## src/rtl/hms_pkg.sv

```systemverilog
// ============================================================================
// Module   : hms_pkg
// Purpose  : Shared digit layout, BCD limits and digit type for the hh:mm:ss
//            timekeeping core. HMS_12H_EN selects 12-hour hour limits.
// Revision : 1.0 - initial release
// ============================================================================
`default_nettype none

package hms_pkg;

    typedef logic [3:0] bcd_digit_t;

    // Bit index of the least significant bit of each digit on the count bus
    localparam int HR_T  = 20;
    localparam int HR_O  = 16;
    localparam int MIN_T = 12;
    localparam int MIN_O = 8;
    localparam int SEC_T = 4;
    localparam int SEC_O = 0;

    localparam bcd_digit_t SM_MAX_T = 4'd5;
    localparam bcd_digit_t SM_MAX_O = 4'd9;

`ifdef HMS_12H_EN
    localparam bcd_digit_t HR_MAX_T    = 4'd1;
    localparam bcd_digit_t HR_MAX_O    = 4'd2;
    localparam logic [7:0] HR_WRAP_VAL = 8'h01;
    localparam logic [7:0] HR_RST_VAL  = 8'h12;
`else
    localparam bcd_digit_t HR_MAX_T    = 4'd2;
    localparam bcd_digit_t HR_MAX_O    = 4'd3;
    localparam logic [7:0] HR_WRAP_VAL = 8'h00;
    localparam logic [7:0] HR_RST_VAL  = 8'h00;
`endif

    function automatic logic [7:0] bcd_pack(input bcd_digit_t tens, input bcd_digit_t ones);
        return {tens, ones};
    endfunction

endpackage

`default_nettype wire

```

## src/rtl/bcd2_counter.sv

```systemverilog
// ============================================================================
// Module   : bcd2_counter
// Purpose  : Two-digit BCD counter with wrap value, clear and carry-out.
// Revision : 1.0 - initial release
// ============================================================================
`default_nettype none

module bcd2_counter
    import hms_pkg::*;
#(
    parameter bcd_digit_t MAX_TENS = 4'd5,
    parameter bcd_digit_t MAX_ONES = 4'd9,
    parameter logic [7:0] WRAP_VAL = 8'h00,
    parameter logic [7:0] RST_VAL  = 8'h00
) (
    input  logic       clk,
    input  logic       rst,
    input  logic       inc,
    input  logic       clr,
    output logic [7:0] value,
    output logic       carry
);

    bcd_digit_t r_tens;
    bcd_digit_t r_ones;
    logic       w_at_max;

    assign w_at_max = (r_tens == MAX_TENS) && (r_ones == MAX_ONES);
    assign carry    = inc && !clr && w_at_max;
    assign value    = bcd_pack(r_tens, r_ones);

    // Clear wins over increment; the wrap value doubles as the cleared value
    always_ff @(posedge clk or posedge rst) begin
        if (rst) begin
            r_tens <= RST_VAL[7:4];
            r_ones <= RST_VAL[3:0];
        end else if (clr) begin
            r_tens <= WRAP_VAL[7:4];
            r_ones <= WRAP_VAL[3:0];
        end else if (inc) begin
            if (w_at_max) begin
                r_tens <= WRAP_VAL[7:4];
                r_ones <= WRAP_VAL[3:0];
            end else if (r_ones == 4'd9) begin
                r_ones <= 4'd0;
                r_tens <= r_tens + 4'd1;
            end else begin
                r_ones <= r_ones + 4'd1;
            end
        end
    end

endmodule

`default_nettype wire

```

## src/rtl/hms_bcd_counter.sv

```systemverilog
// ============================================================================
// Module   : hms_bcd_counter
// Purpose  : hh:mm:ss BCD timekeeping core with 1 Hz prescaler and set/clear
//            pulses. Define HMS_12H_EN for 12-hour mode with a PM flag.
// Revision : 1.0 - initial release
// ============================================================================
`default_nettype none

module hms_bcd_counter #(
    parameter int CLK_HZ = 50000000
) (
    input  logic        clk,
    input  logic        rst,
    input  logic        run,
    input  logic        set_hr,
    input  logic        set_min,
    input  logic        clr_sec,
    output logic [23:0] count,
    output logic        sec_tick,
    output logic        pm
);
    import hms_pkg::*;

    localparam int            PW         = (CLK_HZ > 1) ? $clog2(CLK_HZ) : 1;
    localparam logic [PW-1:0] PRESC_LAST = PW'(CLK_HZ - 1);

    logic [PW-1:0] r_presc;
    logic          r_sec_tick;
    logic          w_tick_int;
    logic          w_tick_eff;
    logic          w_sec_carry;
    logic          w_min_carry;
    logic          w_min_inc;
    logic          w_hr_inc;
    logic [7:0]    w_sec_val;
    logic [7:0]    w_min_val;
    logic [7:0]    w_hr_val;
    logic          unused_hr_carry;

    assign w_tick_int = run && (r_presc == PRESC_LAST);
    // A clear or any set pulse swallows a coincident tick entirely
    assign w_tick_eff = w_tick_int && !clr_sec && !set_hr && !set_min;
    assign w_min_inc  = set_min || w_sec_carry;
    // Seconds only carry on an effective tick, which excludes set_min
    assign w_hr_inc   = set_hr || (w_sec_carry && w_min_carry);

    always_ff @(posedge clk or posedge rst) begin
        if (rst) begin
            r_presc <= '0;
        end else if (clr_sec || w_tick_int) begin
            r_presc <= '0;
        end else if (run) begin
            r_presc <= r_presc + 1'b1;
        end
    end

    always_ff @(posedge clk or posedge rst) begin
        if (rst) begin
            r_sec_tick <= 1'b0;
        end else begin
            r_sec_tick <= w_tick_eff;
        end
    end

    bcd2_counter #(
        .MAX_TENS (SM_MAX_T),
        .MAX_ONES (SM_MAX_O),
        .WRAP_VAL (8'h00),
        .RST_VAL  (8'h00)
    ) u_sec (
        .clk   (clk),
        .rst   (rst),
        .inc   (w_tick_eff),
        .clr   (clr_sec),
        .value (w_sec_val),
        .carry (w_sec_carry)
    );

    bcd2_counter #(
        .MAX_TENS (SM_MAX_T),
        .MAX_ONES (SM_MAX_O),
        .WRAP_VAL (8'h00),
        .RST_VAL  (8'h00)
    ) u_min (
        .clk   (clk),
        .rst   (rst),
        .inc   (w_min_inc),
        .clr   (1'b0),
        .value (w_min_val),
        .carry (w_min_carry)
    );

    bcd2_counter #(
        .MAX_TENS (HR_MAX_T),
        .MAX_ONES (HR_MAX_O),
        .WRAP_VAL (HR_WRAP_VAL),
        .RST_VAL  (HR_RST_VAL)
    ) u_hr (
        .clk   (clk),
        .rst   (rst),
        .inc   (w_hr_inc),
        .clr   (1'b0),
        .value (w_hr_val),
        .carry (unused_hr_carry)
    );

    assign count[HR_O  +: 8] = w_hr_val;
    assign count[MIN_O +: 8] = w_min_val;
    assign count[SEC_O +: 8] = w_sec_val;
    assign sec_tick          = r_sec_tick;

`ifdef HMS_12H_EN
    logic r_pm;

    // PM flips whenever the hour steps 11 -> 12, from either source
    always_ff @(posedge clk or posedge rst) begin
        if (rst) begin
            r_pm <= 1'b0;
        end else if (w_hr_inc && (w_hr_val == 8'h11)) begin
            r_pm <= ~r_pm;
        end
    end

    assign pm = r_pm;
`else
    assign pm = 1'b0;
`endif

endmodule

`default_nettype wire

```

## config.mk

```make
export PLATFORM = sky130hd
export DESIGN_NAME = hms_bcd_counter
export DESIGN_NICKNAME = d
export VERILOG_FILES = /design/src/rtl/hms_pkg.sv /design/src/rtl/bcd2_counter.sv /design/src/rtl/hms_bcd_counter.sv
export SDC_FILE = /design/constraint.sdc
export NUM_CORES = 1
export LEC_CHECK = 0
export ABC_CLOCK_PERIOD_IN_PS = 2950
export BUFFER_PORTS_ARGS = -buffer_cell sky130_fd_sc_hd__buf_4
export CAP_MARGIN = 10
export CELL_PAD_IN_SITES_DETAIL_PLACEMENT = 2
export CELL_PAD_IN_SITES_GLOBAL_PLACEMENT = 2
export CORE_AREA = 10 10 99 101
export DETAILED_ROUTE_END_ITERATION = 10
export DIE_AREA = 0 0 109 111
export HOLD_SLACK_MARGIN = 0.02
export PLACE_DENSITY = 0.86
export SYNTH_ARGS = -nofsm -noshare
export SYNTH_HDL_FRONTEND = slang
export SYNTH_SLANG_ARGS = --single-unit
```

## constraint.sdc

```tcl
create_clock -name clk -period 2.95 [get_ports clk]
set_input_delay 0 -clock clk [delete_from_list [all_inputs] [get_ports clk]]
set_output_delay 0 -clock clk [all_outputs]
set_load 0.005 [all_outputs]
```

### Word-level counts from Yosys, hierarchy flattened

Cells that the tools add are included.

* register bits: 51
* bits of input ports: 6
* output and inout bits: 26

* add/sub/neg operators: 7
* eq/ne operators: 8
* multiplexer cells: 18
* reduce and logical (&&, ||, !) cells: 25

Operator list (number)
* 4-bit two-way mux: 16
* 26-bit two-way mux: 2
* 26-bit by 1-bit adder with 26-bit output (second input constant): 1
* 26-bit == test (second input constant): 1
* 4-bit by 1-bit adder with 4-bit output (second input constant): 6
* 4-bit == test (second input constant): 3
* 1-bit logical AND: 11
* 4-bit by 2-bit == test with 1-bit output (second input constant): 2
* 4-bit by 3-bit == test with 1-bit output (second input constant): 2
* 2-bit nonzero test: 4
* 2-bit AND reduction: 3
* 1-bit logical NOT: 3
* 1-bit logical OR: 3
* 3-bit nonzero test: 1

### Logic depth before layout (Yosys ltp)

Gate-level depths: netlist (run 1).

* word-level depth: 12
* gate-level depth with buffers: 8

### Cells and area by module

From an unflattened synthesis (run 1), not the netlist that was laid out.

* cell total of the unflattened synthesis: 308
* area total of the unflattened synthesis: 2910.3 µm²

By module, submodules not included
* hms_bcd_counter: instances 1, cells an instance 154, area an instance 1466.4 µm², sequential area each 675.6 µm²
* bcd2_counter at u_min ...: instances 2, cells an instance 51, area an instance 488.0 µm², sequential area each 200.2 µm²
* bcd2_counter at u_hr: instances 1, cells an instance 52, area an instance 467.9 µm², sequential area each 200.2 µm²

### Least setup slack after synthesis (run 1)

No wires, ideal clock.

* path kind: register to register
* start point: register r_presc[0]
* end point: register u_hr.r_ones[3]
* setup time: 0.077 ns
* data arrival time: 2.134 ns
* slack: 0.739 ns
* cell stages (with the launch flop): 8
* buffers on the path: 1
* period minus slack after synthesis: 2.211 ns
* cells stage by stage: dfrtp_1 > ha_1 > nand3_2 > or4b_1 > buf_6 > o31a_1 > or3_1 > o21ai_1

* word-level cells in the longest chain between the ends: 11

Ends and longest elaborated chain
* start, declared: line hms_bcd_counter.sv:27 `logic [PW-1:0] r_presc;`
* start signal, assigned: line hms_bcd_counter.sv:53 `r_presc <= r_presc + 1'b1;`
* 26-bit == test *: line hms_bcd_counter.sv:40 `assign w_tick_int = run && (r_presc == PRESC_LAST);`
* 1-bit logical AND *: line hms_bcd_counter.sv:40
* 1-bit logical AND * (3 in a row): line hms_bcd_counter.sv:42 `assign w_tick_eff = w_tick_int && !clr_sec && !set_hr && !set_min;`
* 1-bit logical AND * (2 in a row): line bcd2_counter.sv:29 `assign carry = inc && !clr && w_at_max;`
* 1-bit logical OR: line hms_bcd_counter.sv:43 `assign w_min_inc = set_min || w_sec_carry;`
* 1-bit logical AND: line bcd2_counter.sv:29
* 1-bit logical AND *: line hms_bcd_counter.sv:45 `assign w_hr_inc = set_hr || (w_sec_carry && w_min_carry);`
* 1-bit logical OR *: line hms_bcd_counter.sv:45
* end signal, assigned: line bcd2_counter.sv:36 `r_ones <= RST_VAL[3:0];`
* end signal, assigned: line bcd2_counter.sv:39 `r_ones <= WRAP_VAL[3:0];`
* end signal, assigned: line bcd2_counter.sv:43 `r_ones <= WRAP_VAL[3:0];`
* end, declared: line bcd2_counter.sv:25 `bcd_digit_t r_ones;`

Mark *: on every way between the ends. The rest lies on a longest branch, timed or not.
A chain may end at the register's enable or synchronous reset.

### Worst setup path in the final report (run 1)

* start point: register r_presc[0]
* end point: register u_sec.r_ones[3]

* word-level cells in the longest chain between the ends: 6

Ends and longest elaborated chain
* 26-bit == test: line hms_bcd_counter.sv:40
* 1-bit logical AND: line hms_bcd_counter.sv:40
* 1-bit logical AND (3 in a row): line hms_bcd_counter.sv:42
* via u_sec.inc: line bcd2_counter.sv:18 `input logic inc,`
* 2-bit nonzero test (no line)
* end signal, assigned: line bcd2_counter.sv:39
* end signal, assigned: line bcd2_counter.sv:43
* end signal, assigned: line bcd2_counter.sv:48 `r_ones <= r_ones + 4'd1;`
* end, declared: line bcd2_counter.sv:25

The timed path passes the listed nets, and every way through them passes these cells.

==> run_results.csv, run 1 <==
group,metric,value,unit
synth,synth_edf_count,0,
global_route,overflow,0,
worst_setup_path,path_cells,"ha_1 -> nand3_2 -> or4b_1 -> nor3_4 -> a41oi_1 -> a311oi_1",
power,powerDensity,559,nW/um2
clock_network,clk_pin_slew_worst_paths,0.10,ns
clock_network,tritoncts,"done",
power,combPwrFrac,0.244,
timing,tns,0,ns
global_route,grt_pass1_wl,13200,um
synth,ys_async_sr_fraction,1.00,
timing,rsz0062_at_grt,"no",
job,maxCapViolCount,0,
synth,synthTopCellsByCount,"51 x dfrtp_1, 46 x nor2_1, 21 x nand2_1",
layout,diodes,0,
worst_setup_path,cp-start-kind,"flip-flop",
worst_setup_path,regToRegSetupSlack,0.39,ns
global_route,antenna_found_initial,0,
floorplan,row_count,33,
synth,ys_seq_elements,51,
synth,synthesis.nets,309,
clock_network,cts_buffer_depth,2,
place,port_buffers,30,
worst_setup_path,arrival,2.77,ns
power,p_clk_frac,0.247,
clock_network,insertion_delay,0.31,ns
clock_network,clock-root-buffer,"clkbuf_8",
worst_hold_path,hp-class,"in2reg",
clock_network,post_cts.repair.setup_buffers,0,
synth,avgSynthCellArea,9.69,um2
synth,ys_seq_area_frac,0.454,
layout,syn_to_final_growth,16.4,%
worst_setup_path,cp-end-kind,"flip-flop",
layout,drive_above_1_share,0.160,
synth,synth_largest_area_cell,"dfrtp_1",
timing,slew_headroom,0.431,
worst_setup_path,critical_path_class,"reg2reg",
synth,synthesis.area,2810,um2
place,dp_hpwl,5700,um
power,ir_drop,0.000168,V
detailed_routing,ant_nets,0,
detailed_routing,viasPerCell,5.44,
clock_network,cts_buffers,5,
global_route,grt_util_all_layers,0.134,
synth,netlist.area_leader.share,0.454,
synth,yosysMostFrequentCell,"dfrtp_1",
floorplan,die-area,12100,um2
detailed_routing,drc,0,
timing,slew_viol_final,0,
floorplan,dieHeight,111,um
timing,hold_viol,0,
worst_setup_path,slowest_stage,"or4b_1",
worst_setup_path,crit_fanout,9,
layout,layout.nets,342,
floorplan,die_x,109,um
timing,worstMarginPinSlew,0.842,ns
detailed_routing,first_pass_iters,4,
power,switching_share,0.322,
power,p_int,0.00124,W
synth,synthCells,290,
place,gp_congestion,0.752,
global_route,grt_pass1_vias,2624,
timing,finalSetupViolCount,0,
clock_network,cts_sinks,51,
floorplan,core-area,7970,um2
power,leakagePower,1.43,nW
timing,period_share,0.866,
clock_network,htreeDepth,2,
worst_setup_path,slowest_delay,0.69,ns
power,power.net_switching,0.000590,W
floorplan,top_level_ports,32,
power,total_power,0.00183,W
timing,fmax,0.391,GHz
detailed_routing,routed_wl,7710,um
synth,yosys-top-cells-area,"dfrtp_1 45%, nor2_1 6.1%, ha_1 5.8%, xor2_1 5.0%, xnor2_1 3.4%",
detailed_routing,drtIter0Drc,97,
detailed_routing,vias,2333,
timing,period_minus_slack,2.56,ns
synth,synth_ff_type,"dfrtp_1",
synth,synth-warning-count,0,
detailed_routing,post_drt_wl_per_cell,18.0,um
floorplan,start_util,0.353,
global_route,grt_max_degree,37,
worst_setup_path,required,3.16,ns
power,seqPwrFrac,0.510,
run_status,status,"complete, no violations",
synth,ys_types,49,
timing,fin_skew,0.0101,ns
-- per-layer routing --
metal  global-route usage  up-vias  share of wire
met1                0.152     1209           0.42
li1                     -     1081              -
met3               0.0302        7          0.034
met4               0.0334        0          0.012
met5                    0        -              0
met2                0.241       36           0.53
-- state kept, by name (all words and copies together) (netlist names) --
signal        cells
r_presc          26
sec_tick          1
u_hr.r_ones       4
u_hr.r_tens       4
u_min.r_ones      4
u_min.r_tens      4
u_sec.r_ones      4
u_sec.r_tens      4
-- path summary, 6_finish.rpt --
kind	from	end	cells after the start
max	r_presc[0]	u_sec.r_ones[3]	6
min	run	r_presc[1]	3
max reg2reg	r_presc[0]	u_sec.r_ones[3]	6
min reg2reg	u_hr.r_tens[3]	u_hr.r_tens[3]	1
max in group asynchronous	rst	r_presc[11]	4
min in group asynchronous	rst	u_min.r_tens[3]	3
-- stage by stage --
stage	setup WS (ns)	instances	cell area, um2	hold WS [ns]	utilization
4_1_cts	0.397	429	3270	0.0244	0.411
3_3_place_gp	0.556	418	3140	0.204	0.394
2_1_floorplan	0.739	290	2810	0.0951	-
3_5_place_dp	0.406	418	3140	0.216	0.394
6_report	0.394	429	3270	0.0349	0.411
5_1_grt	0.225	429	3270	0.0363	0.411
-- kinds of logic (layout without fill, tap and decap cells) --
logic type	count (synthesis)	after routing	share of synthesized area
AND/OR/NAND/NOR	137	137	0.263
other	1	1	0.00133
buffers and inverters	21	55	0.0329
XOR/XNOR	27	27	0.0841
AO/OA/AOI/OAI	32	32	0.0779
flip-flops	51	51	0.454
adder cells (fa/ha/maj)	13	13	0.0579
multiplexers	8	8	0.0294
-- repair_timing --
action	4_1_cts	5_1_grt
hold buffers	3	0
gates resized for setup	0	0
hold endpoints to repair	45	0
-- worst max-delay path, delay by kind of cell, from the launching register on --
family	cells	cell delay, ns
simple gates	3	1.24
compound gates	2	0.47
fa+ha+maj	1	0.31
flops	1	0.45
-- cell type report --
class	count	area [um2]
fillers	876	4700
multi-input cells	218	1440
flip-flops and latches	51	1280
repair buffers	37	285
well taps	105	131
clock buffers	8	100
inverters	10	37.5
-- layout by cell type (no fill, tap or decap), types with 3 or more instances in the layout --
master	instances
a21oi_1	4
a31oi_1	3
and3_1	3
and3b_1	3
buf_4	34
clkbuf_8	7
dfrtp_1	51
dlygate4sd3_1	3
ha_1	13
inv_1	9
mux2i_1	6
nand2_1	21
nand3_1	14
nand3b_1	5
nand4_1	10
nor2_1	46
nor3_1	9
nor4_1	5
o21ai_0	12
o41ai_1	3
or3_1	3
xnor2_1	11
xor2_1	16
-- power by group through the flow --
stage	Sequential [W]	Clock [W]	Combinational, W
final	0.000933	0.000452	0.000446
after global routing	0.000958	0.000490	0.000513
after CTS	0.000937	0.000468	0.000464
after detailed placement	0.000950	0	0.000456
after global placement	0.000937	0	0.000429
after floorplan	0.000917	0	0.000223
No activity file was read; power rests on OpenSTA's default activity.
==> run 2: changes to the inputs <==
CORE_AREA = 2 2 91 93   (was 10 10 99 101)
DIE_AREA = 0 0 93 95   (was 0 0 109 111)
PLACE_DENSITY = not set   (was 0.86)
PLACE_DENSITY_LB_ADDON = 0.1   (was not set)
==> run_results.csv, run 2 (same netlist as run 1, synthesis figures left out) <==
group,metric,value,unit
clock_network,cts_sinks,51,
layout,diodes,0,
clock_network,clock-root-buffer,"clkbuf_8",
layout,syn_to_final_growth,17.2,%
clock_network,cts_buffers,5,
clock_network,insertion_delay,0.31,ns
detailed_routing,routed_wl,7120,um
detailed_routing,first_pass_iters,4,
power,p_int,0.00128,W
timing,fmax,0.395,GHz
clock_network,cts_buffer_depth,2,
layout,final_common_cell,"dfrtp_1",
timing,period_share,0.859,
global_route,antenna_found_initial,0,
timing,slew_headroom,0.479,
detailed_routing,drtIter0Drc,53,
detailed_routing,post_drt_wl_per_cell,16.5,um
worst_hold_path,hp-class,"in2reg",
job,maxCapViolCount,0,
place,port_buffers,30,
worst_setup_path,crit_fanout,8,
floorplan,die_x,93,um
layout,final_cell_mix,"51 x dfrtp_1, 46 x nor2_1, 34 x buf_4",
place,postPlaceCellArea,3140,um2
floorplan,top_level_ports,32,
clock_network,cts-resized-gates,0,
worst_setup_path,critical_path_class,"reg2reg",
floorplan,start_util,0.355,
layout,largest_reg_flops,26,
global_route,grt_util_all_layers,0.172,
global_route,grt_pass1_wl,12000,um
power,powerDensity,565,nW/um2
timing,fin_skew,0.0155,ns
timing,tns,0,ns
layout,stdcell_area,3300,um2
floorplan,core-area,7930,um2
timing,period_minus_slack,2.53,ns
worst_setup_path,crit_start,"r_presc[9]",
clock_network,htreeDepth,2,
place,dp_hpwl,5150,um
worst_setup_path,slowest_stage,"nor4b_1",
timing,fin_hold_ws,0.134,ns
clock_network,post_cts.repair.setup_buffers,0,
worst_setup_path,slowest_delay,0.63,ns
place,gp_congestion,0.711,
worst_setup_path,path_cells,"nor4b_1 -> and4_1 -> a41oi_1 -> nor3_1 -> mux2_2",
detailed_routing,drc,0,
clock_network,tritoncts,"done",
floorplan,row_count,33,
floorplan,dieHeight,95,um
layout,drive_above_1_share,0.163,
power,p_clk_frac,0.272,
layout,stdcell_count,430,
timing,finalSetupViolCount,0,
global_route,overflow,0,
layout,regMostFlops,"r_presc",
power,seqPwrFrac,0.498,
worst_setup_path,arrival,2.74,ns
worst_setup_path,critical-path-top-delay-family,"simple AND/OR/NAND/NOR gates",
detailed_routing,vias,2250,
worst_setup_path,regToRegStartpoint,"r_presc[9]",
global_route,grt_max_degree,36,
worst_setup_path,cp_num_buf_inv,0,
worst_setup_path,cp-start-kind,"flip-flop",
place,placedCellCount,418,
clock_network,cts_hold_buf,4,
timing,hold_viol,0,
clock_network,clk_pin_slew_worst_paths,0.10,ns
timing,slew_viol_final,0,
global_route,grt_pass1_vias,2372,
power,combPwrFrac,0.231,
worst_hold_path,hold_start,"set_min",
power,power.net_switching,0.000583,W
worst_setup_path,cp-end-kind,"flip-flop",
power,ir_drop,0.000180,V
detailed_routing,ant_nets,0,
timing,rsz0062_at_grt,"no",
power,total_power,0.00186,W
timing,worstMarginPinSlew,0.771,ns
power,switching_share,0.313,
layout,layout.nets,343,
floorplan,die-area,8840,um2
power,leakagePower,1.44,nW
detailed_routing,viasPerCell,5.23,
run_status,status,"complete, no violations",
worst_setup_path,required,3.15,ns
[run 2: final timing paths]
check,end,slack [ns],cells after the start
worst max-delay path,u_min.r_tens[3],0.42,5
worst min-delay path,u_min.r_ones[1],0.13,4
worst max register to register,u_min.r_tens[3],0.42,5
worst min register to register,u_hr.r_tens[3],0.53,1
max in group asynchronous,r_presc[24],1.90,4
min in group asynchronous,r_presc[19],0.25,3
[run 2: cell type report]
type / count / area [um2]
multi-input cells: 218 / 1440
repair buffers: 38 / 295
fillers: 873 / 4630
flip-flops and latches: 51 / 1280
clock inverters: 3 / 43.8
inverters: 10 / 37.5
well taps: 105 / 131
clock buffers: 5 / 68.8
[run 2: through the flow]
step / utilization / setup WS, ns
global route: 0.416 / 0.281
floorplan: - / 0.739
CTS: 0.416 / 0.420
global placement: 0.396 / 0.488
detailed placement: 0.396 / 0.456
finish: 0.416 / 0.415
[run 2: power by group through the flow]
stage	clock network [W]	registers, W	logic (W)
2_1_floorplan	0	0.000917	0.000223
3_3_place_gp	0	0.000938	0.000422
3_5_place_dp	0	0.000947	0.000436
4_1_cts	0.000531	0.000933	0.000442
5_1_grt	0.000550	0.000951	0.000494
6_report	0.000506	0.000927	0.000430
[run 2: worst register-to-register path: stages, from the launching register on]
cell and delay, ns:
dfrtp_1 0.44, nor4b_1 0.63, and4_1 0.31, a41oi_1 0.35
nor3_1 0.34, mux2_2 0.37
[run 2: routing by layer]
layer / wire (um) / vias up / global-route usage
met3: 126 / 7 / 0.0239
met4: 59 / 0 / 0.0368
met2: 3600 / 19 / 0.310
met5: 0 / - / 0
met1: 3330 / 1141 / 0.219
li1: - / 1083 / -
